===== src/rtl/arb_dds_bank_loader.sv =====
// Ping-pong bank write controller for the DDS output selector: fills the idle bank, swaps SEL at the next wrap.
// Optional build macro ARB_LOADER_LEN_EN adds the Wave_len output (committed sample count).
//
// state     | meaning
// ----------+-----------------------------------------------------------
// IDLE      | no load in progress, counter at 0, ready for first sample
// LOAD      | writing samples into the inactive bank
// FULL      | inactive bank completely written, waiting for Commit
// SWAP_WAIT | committed, waiting for the next playback Wrap to toggle SEL
module arb_dds_bank_loader #(
    parameter int DATA_W = 16,
    parameter int ADDR_W = 10
) (
    input  logic              Clock,
    input  logic              Reset,
    input  logic [DATA_W-1:0] Din,
    input  logic              Din_valid,
    output logic              Din_ready,
    input  logic              Commit,
    input  logic              Wrap,
    output logic              Wr_en0,
    output logic              Wr_en1,
    output logic [ADDR_W-1:0] Wr_addr,
    output logic [DATA_W-1:0] Wr_data,
    output logic              SEL,
    output logic              Busy,
`ifdef ARB_LOADER_LEN_EN
    output logic [ADDR_W:0]   Wave_len,
`endif
    output logic              Load_done
);

    typedef enum logic [1:0] {
        S_IDLE      = 2'd0,
        S_LOAD      = 2'd1,
        S_FULL      = 2'd2,
        S_SWAP_WAIT = 2'd3
    } state_t;

    localparam logic [ADDR_W:0] LAST_ADDR = {1'b0, {ADDR_W{1'b1}}};
    localparam logic [ADDR_W:0] FULL_LEN  = {1'b1, {ADDR_W{1'b0}}};

    state_t            state_q, state_d;
    logic [ADDR_W:0]   cnt_q, cnt_d;
    logic              sel_q, sel_d;
    logic              load_done_q, load_done_d;
    logic              wr_en0_q, wr_en0_d;
    logic              wr_en1_q, wr_en1_d;
    logic [ADDR_W-1:0] wr_addr_q, wr_addr_d;
    logic [DATA_W-1:0] wr_data_q, wr_data_d;
    logic [ADDR_W:0]   wave_len_q, wave_len_d;

    logic accept;
    logic swap;

    // Ready is forced low while Reset is held so no sample is taken during reset.
    assign accept = Din_valid && Din_ready;
    assign swap   = (state_q == S_SWAP_WAIT) && Wrap;

    always_ff @(posedge Clock) begin
        if (Reset) begin
            state_q     <= S_IDLE;
            cnt_q       <= '0;
            sel_q       <= 1'b0;
            load_done_q <= 1'b0;
            wr_en0_q    <= 1'b0;
            wr_en1_q    <= 1'b0;
            wr_addr_q   <= '0;
            wr_data_q   <= '0;
            wave_len_q  <= FULL_LEN;
        end else begin
            state_q     <= state_d;
            cnt_q       <= cnt_d;
            sel_q       <= sel_d;
            load_done_q <= load_done_d;
            wr_en0_q    <= wr_en0_d;
            wr_en1_q    <= wr_en1_d;
            wr_addr_q   <= wr_addr_d;
            wr_data_q   <= wr_data_d;
            wave_len_q  <= wave_len_d;
        end
    end

    // Commit in the same cycle as the last accept wins over the FULL transition.
    always_comb begin
        state_d = state_q;
        case (state_q)
            S_IDLE: begin
                if (accept) state_d = S_LOAD;
            end
            S_LOAD: begin
                if (Commit)                             state_d = S_SWAP_WAIT;
                else if (accept && (cnt_q == LAST_ADDR)) state_d = S_FULL;
            end
            S_FULL: begin
                if (Commit) state_d = S_SWAP_WAIT;
            end
            S_SWAP_WAIT: begin
                if (Wrap) state_d = S_IDLE;
            end
            default: state_d = S_IDLE;
        endcase
    end

    always_comb begin
        cnt_d = cnt_q;
        if (swap)        cnt_d = '0;
        else if (accept) cnt_d = cnt_q + 1'b1;

        wr_en0_d    = accept && !sel_q;
        wr_en1_d    = accept && sel_q;
        wr_addr_d   = accept ? cnt_q[ADDR_W-1:0] : wr_addr_q;
        wr_data_d   = accept ? Din : wr_data_q;
        sel_d       = swap ? ~sel_q : sel_q;
        load_done_d = swap;
        wave_len_d  = swap ? cnt_q : wave_len_q;
    end

    always_comb begin
        Din_ready = !Reset && ((state_q == S_IDLE) || (state_q == S_LOAD));
        Busy      = (state_q != S_IDLE);
        Wr_en0    = wr_en0_q;
        Wr_en1    = wr_en1_q;
        Wr_addr   = wr_addr_q;
        Wr_data   = wr_data_q;
        SEL       = sel_q;
        Load_done = load_done_q;
    end

`ifdef ARB_LOADER_LEN_EN
    assign Wave_len = wave_len_q;
`else
    logic unused_wave_len;
    assign unused_wave_len = ^wave_len_q;
`endif

endmodule


===== config.mk =====
export PLATFORM = sky130hd
export DESIGN_NAME = arb_dds_bank_loader
export DESIGN_NICKNAME = d
export VERILOG_FILES = /design/src/rtl/arb_dds_bank_loader.sv
export SDC_FILE = /design/constraint.sdc
export NUM_CORES = 1
export LEC_CHECK = 0
export ABC_AREA = 1
export BUFFER_PORTS_ARGS = -buffer_cell sky130_fd_sc_hd__buf_2
export CAP_MARGIN = 20
export CORE_MARGIN = 2
export CORE_UTILIZATION = 54
export CTS_CLUSTER_DIAMETER = 60
export DETAILED_ROUTE_END_ITERATION = 6
export PLACE_DENSITY = 0.85
export SLEW_MARGIN = 20
export SYNTH_ARGS = -nofsm -noshare
export SYNTH_HDL_FRONTEND = slang
export SYNTH_SLANG_ARGS = --single-unit

===== constraint.sdc =====
create_clock -name Clock -period 2.4 [get_ports Clock]
set_input_delay 0.12 -clock Clock [delete_from_list [all_inputs] [get_ports Clock]]
set_output_delay 0.12 -clock Clock [all_outputs]
set_load 0.05 [all_outputs]

==> results.cfg <==
[placement]
dp_slack_ns = 0.452
port_buffers = 52
placed_cells = 331
post-dp-hpwl_um = 2660
gp_congestion = 0.851
placedInstanceArea_sq_um = 2080

[global_routing]
grt_max_degree = 30
grt_pass1_vias = 1569
grt.overflow.total = 0
grt_antenna_before_repair = 0
grt_pass1_wl_um = 6380
grt_use_total_pct = 22.2

[power_and_ir_drop]
p_switching_uw = 852
p_int_mw = 1.11
ir_worst_vdd_mv = 0.736
p_clk_share_pct = 17.4
p_total_mw = 1.96
seqPwrFrac_pct = 43.2
sw_frac_of_total_pct = 43.4
p_comb_share_pct = 39.4
power_density_nw_per_um2 = 858
p_leak_nw = 1.09

[drt]
routed_wl_um = 4020
drt_iter0_markers = 81
dr.pass1.iters = 4
wire_per_inst_um = 11.3
drc = 0
viasPerCell = 4.86
detail-route-antenna-nets = 0
vias = 1726

[setup_path]
worst-path-max-fanout = 29
cp.required_ns = 2.69
crit_arrival_ns = 2.26
critPathCapture = cnt_q[4]
crit_type = flop to flop
end_kind = flop
cpPeakStageDelay_ns = 0.45
critical_path.slowest_cell = inv_2
reg2reg_depth = 9
critPathBufInv = 3
worst_r2r_endpoint = cnt_q[4]
cp_cell_sequence = inv_1 > ha_1 > inv_1 > nand2_1 > nand3_4 > inv_2 > nand2_1 > nor2_1 > o21a_1
critPathTopFamily = buffers and inverters
ff2ff_setup_slack_ns = 0.43
cp_num_cells = 9
crit_path_start = state_q[0]
rr_startpoint = state_q[0]
start_kind = flop

[sta]
setup_slack_ns = 0.431
fmax_mhz = 508
finalSetupViolations = 0
fin_crit_sh_pct = 82.0
rsz0062_at_grt = no
final.min_clock_period_ns = 1.97
fin_hold_ws_ns = 0.0325
hold_violations = 0
setup-tns-final_ns = 0
skew_ns = 0.00463
slew_violations = 0
slew_headroom_pct = 69.8
tightest_slew_ns = 0.452

[logic_synthesis]
synth_compound_area_share_pct = 8.32
yosysSeqAreaShare_pct = 47.7
synth_simple_gate_area_share_pct = 31.0
synth_top_family_by_area = simple AND/OR/NAND/NOR gates
yosys.area_share.adder_pct = 4.16
synth_xor_area_share_pct = 0.970
yosys.area.top_type = dfxtp_1
netlist_top_cells_area = dfxtp_1, nand2_1, nand3_1
synth.distinct_cells = 24
muxShareOfSynthArea_pct = 0
syn_avg_cell_area_sq_um = 7.46
ys_seq_elements = 43
syn_inst = 242
yosys_warnings = 0
synth_top_area_share_pct = 47.7
synth_nets = 269
syn_area_sq_um = 1810

[clocking]
root_buffer = clkbuf_4
cts_sinks = 43
post_cts_buffers = 0
holdBufCountCts = 16
cts_made_buffers = 5
cts_tree = yes
cts_resized = 0
ctsHtreeMaxLevel = 2
path_clk_slew_ns = 0.12
cts.path.max_buffers = 2
clk_latency_ns = 0.34

[cells_and_area]
post-route-util_pct = 73.2
drive_gt1_share_pct = 20.9
n_antenna_cell = 0
final_nets = 337
layout_common_cells = nand2_1, buf_2, dfxtp_1
fin_area_sq_um = 2290
area_delta_synth_final_pct = 26.8
final_common_cell = nand2_1
final_cells = 355

[floorplanning]
die_w_um = 61.8
rows = 20
core_sq_um = 3130
io_pins = 53
initial_utilization_pct = 57.7
die_area_sq_um = 3820
dieHeight_um = 61.8

[min_path]
hold_path.class = primary input to flop
min_path_cells = 2

[job]
cap_viol_max_count = 0

[run_status]
status = complete, no violations
[per-layer routing]
layer  track usage, %  vias up  routed length, um
li1                 -      910                  -
met2             39.5       55               1980
met4             6.69        0                 47
met3             5.59        4                201
met5                0        -                  0
met1             26.2      757               1800
[state kept, by name, summed over array words and instances, names as in the netlist]
signal and cells:
SEL 1, cnt_q 11, Wr_addr 10, Wr_en1 1
Wr_data 16, Wr_en0 1, Load_done 1, state_q 2
[kinds of logic (layout without fill, tap and decap cells)]
kind of cell	Yosys count	after routing
compound gates	29	29
xor+xnor	2	2
buf+inv	31	100
simple gates	131	131
flops	43	43
fa+ha+maj	6	6
[cell type report]
type	count	area, sq um
Timing Repair Buffer	70	435
Clock buffer	6	41.3
Fill cell	244	838
Sequential cell	43	861
Clock inverter	2	12.5
Multi-Input combinational cell	168	802
Inverter	22	82.6
Tap cell	44	55.1
[worst min-delay path by stage]
stage             endpoint  startpoint  slack (ns)
2_1_floorplan   Wr_addr[0]       Reset        0.19
5_1_grt         Wr_addr[3]       Reset        0.02
3_3_place_gp   Wr_data[13]     Din[13]        0.32
3_5_place_dp   Wr_data[13]     Din[13]        0.32
6_report        Wr_addr[3]       Reset        0.03
4_1_cts         Wr_addr[3]       Reset       0.002
[power groups by stage]
| stage | combinational, mW | sequential (mW) | clock (mW) |
|---|---|---|---|
| 2_1_floorplan | 0.401 | 1.07 | 0 |
| 3_3_place_gp | 0.738 | 0.861 | 0 |
| 3_5_place_dp | 0.751 | 0.864 | 0 |
| 4_1_cts | 0.774 | 0.848 | 0.354 |
| 5_1_grt | 0.850 | 0.857 | 0.382 |
| 6_report | 0.774 | 0.849 | 0.342 |
[Yosys cell counts]
library cell	count
a21oi_1	17
buf_1	1
buf_2	3
buf_4	2
buf_6	2
clkbuf_1	1
clkinv_1	1
dfxtp_1	43
ha_1	6
inv_1	19
inv_2	2
nand2_1	76
nand3_1	30
nand3_4	1
nand3b_1	2
nand4_1	1
nor2_1	17
nor2_2	1
nor3_1	3
o21a_1	1
o21ai_0	9
o21ai_1	1
o21bai_1	1
xor2_1	2
Note: power is estimated with default switching activity, not from simulation.
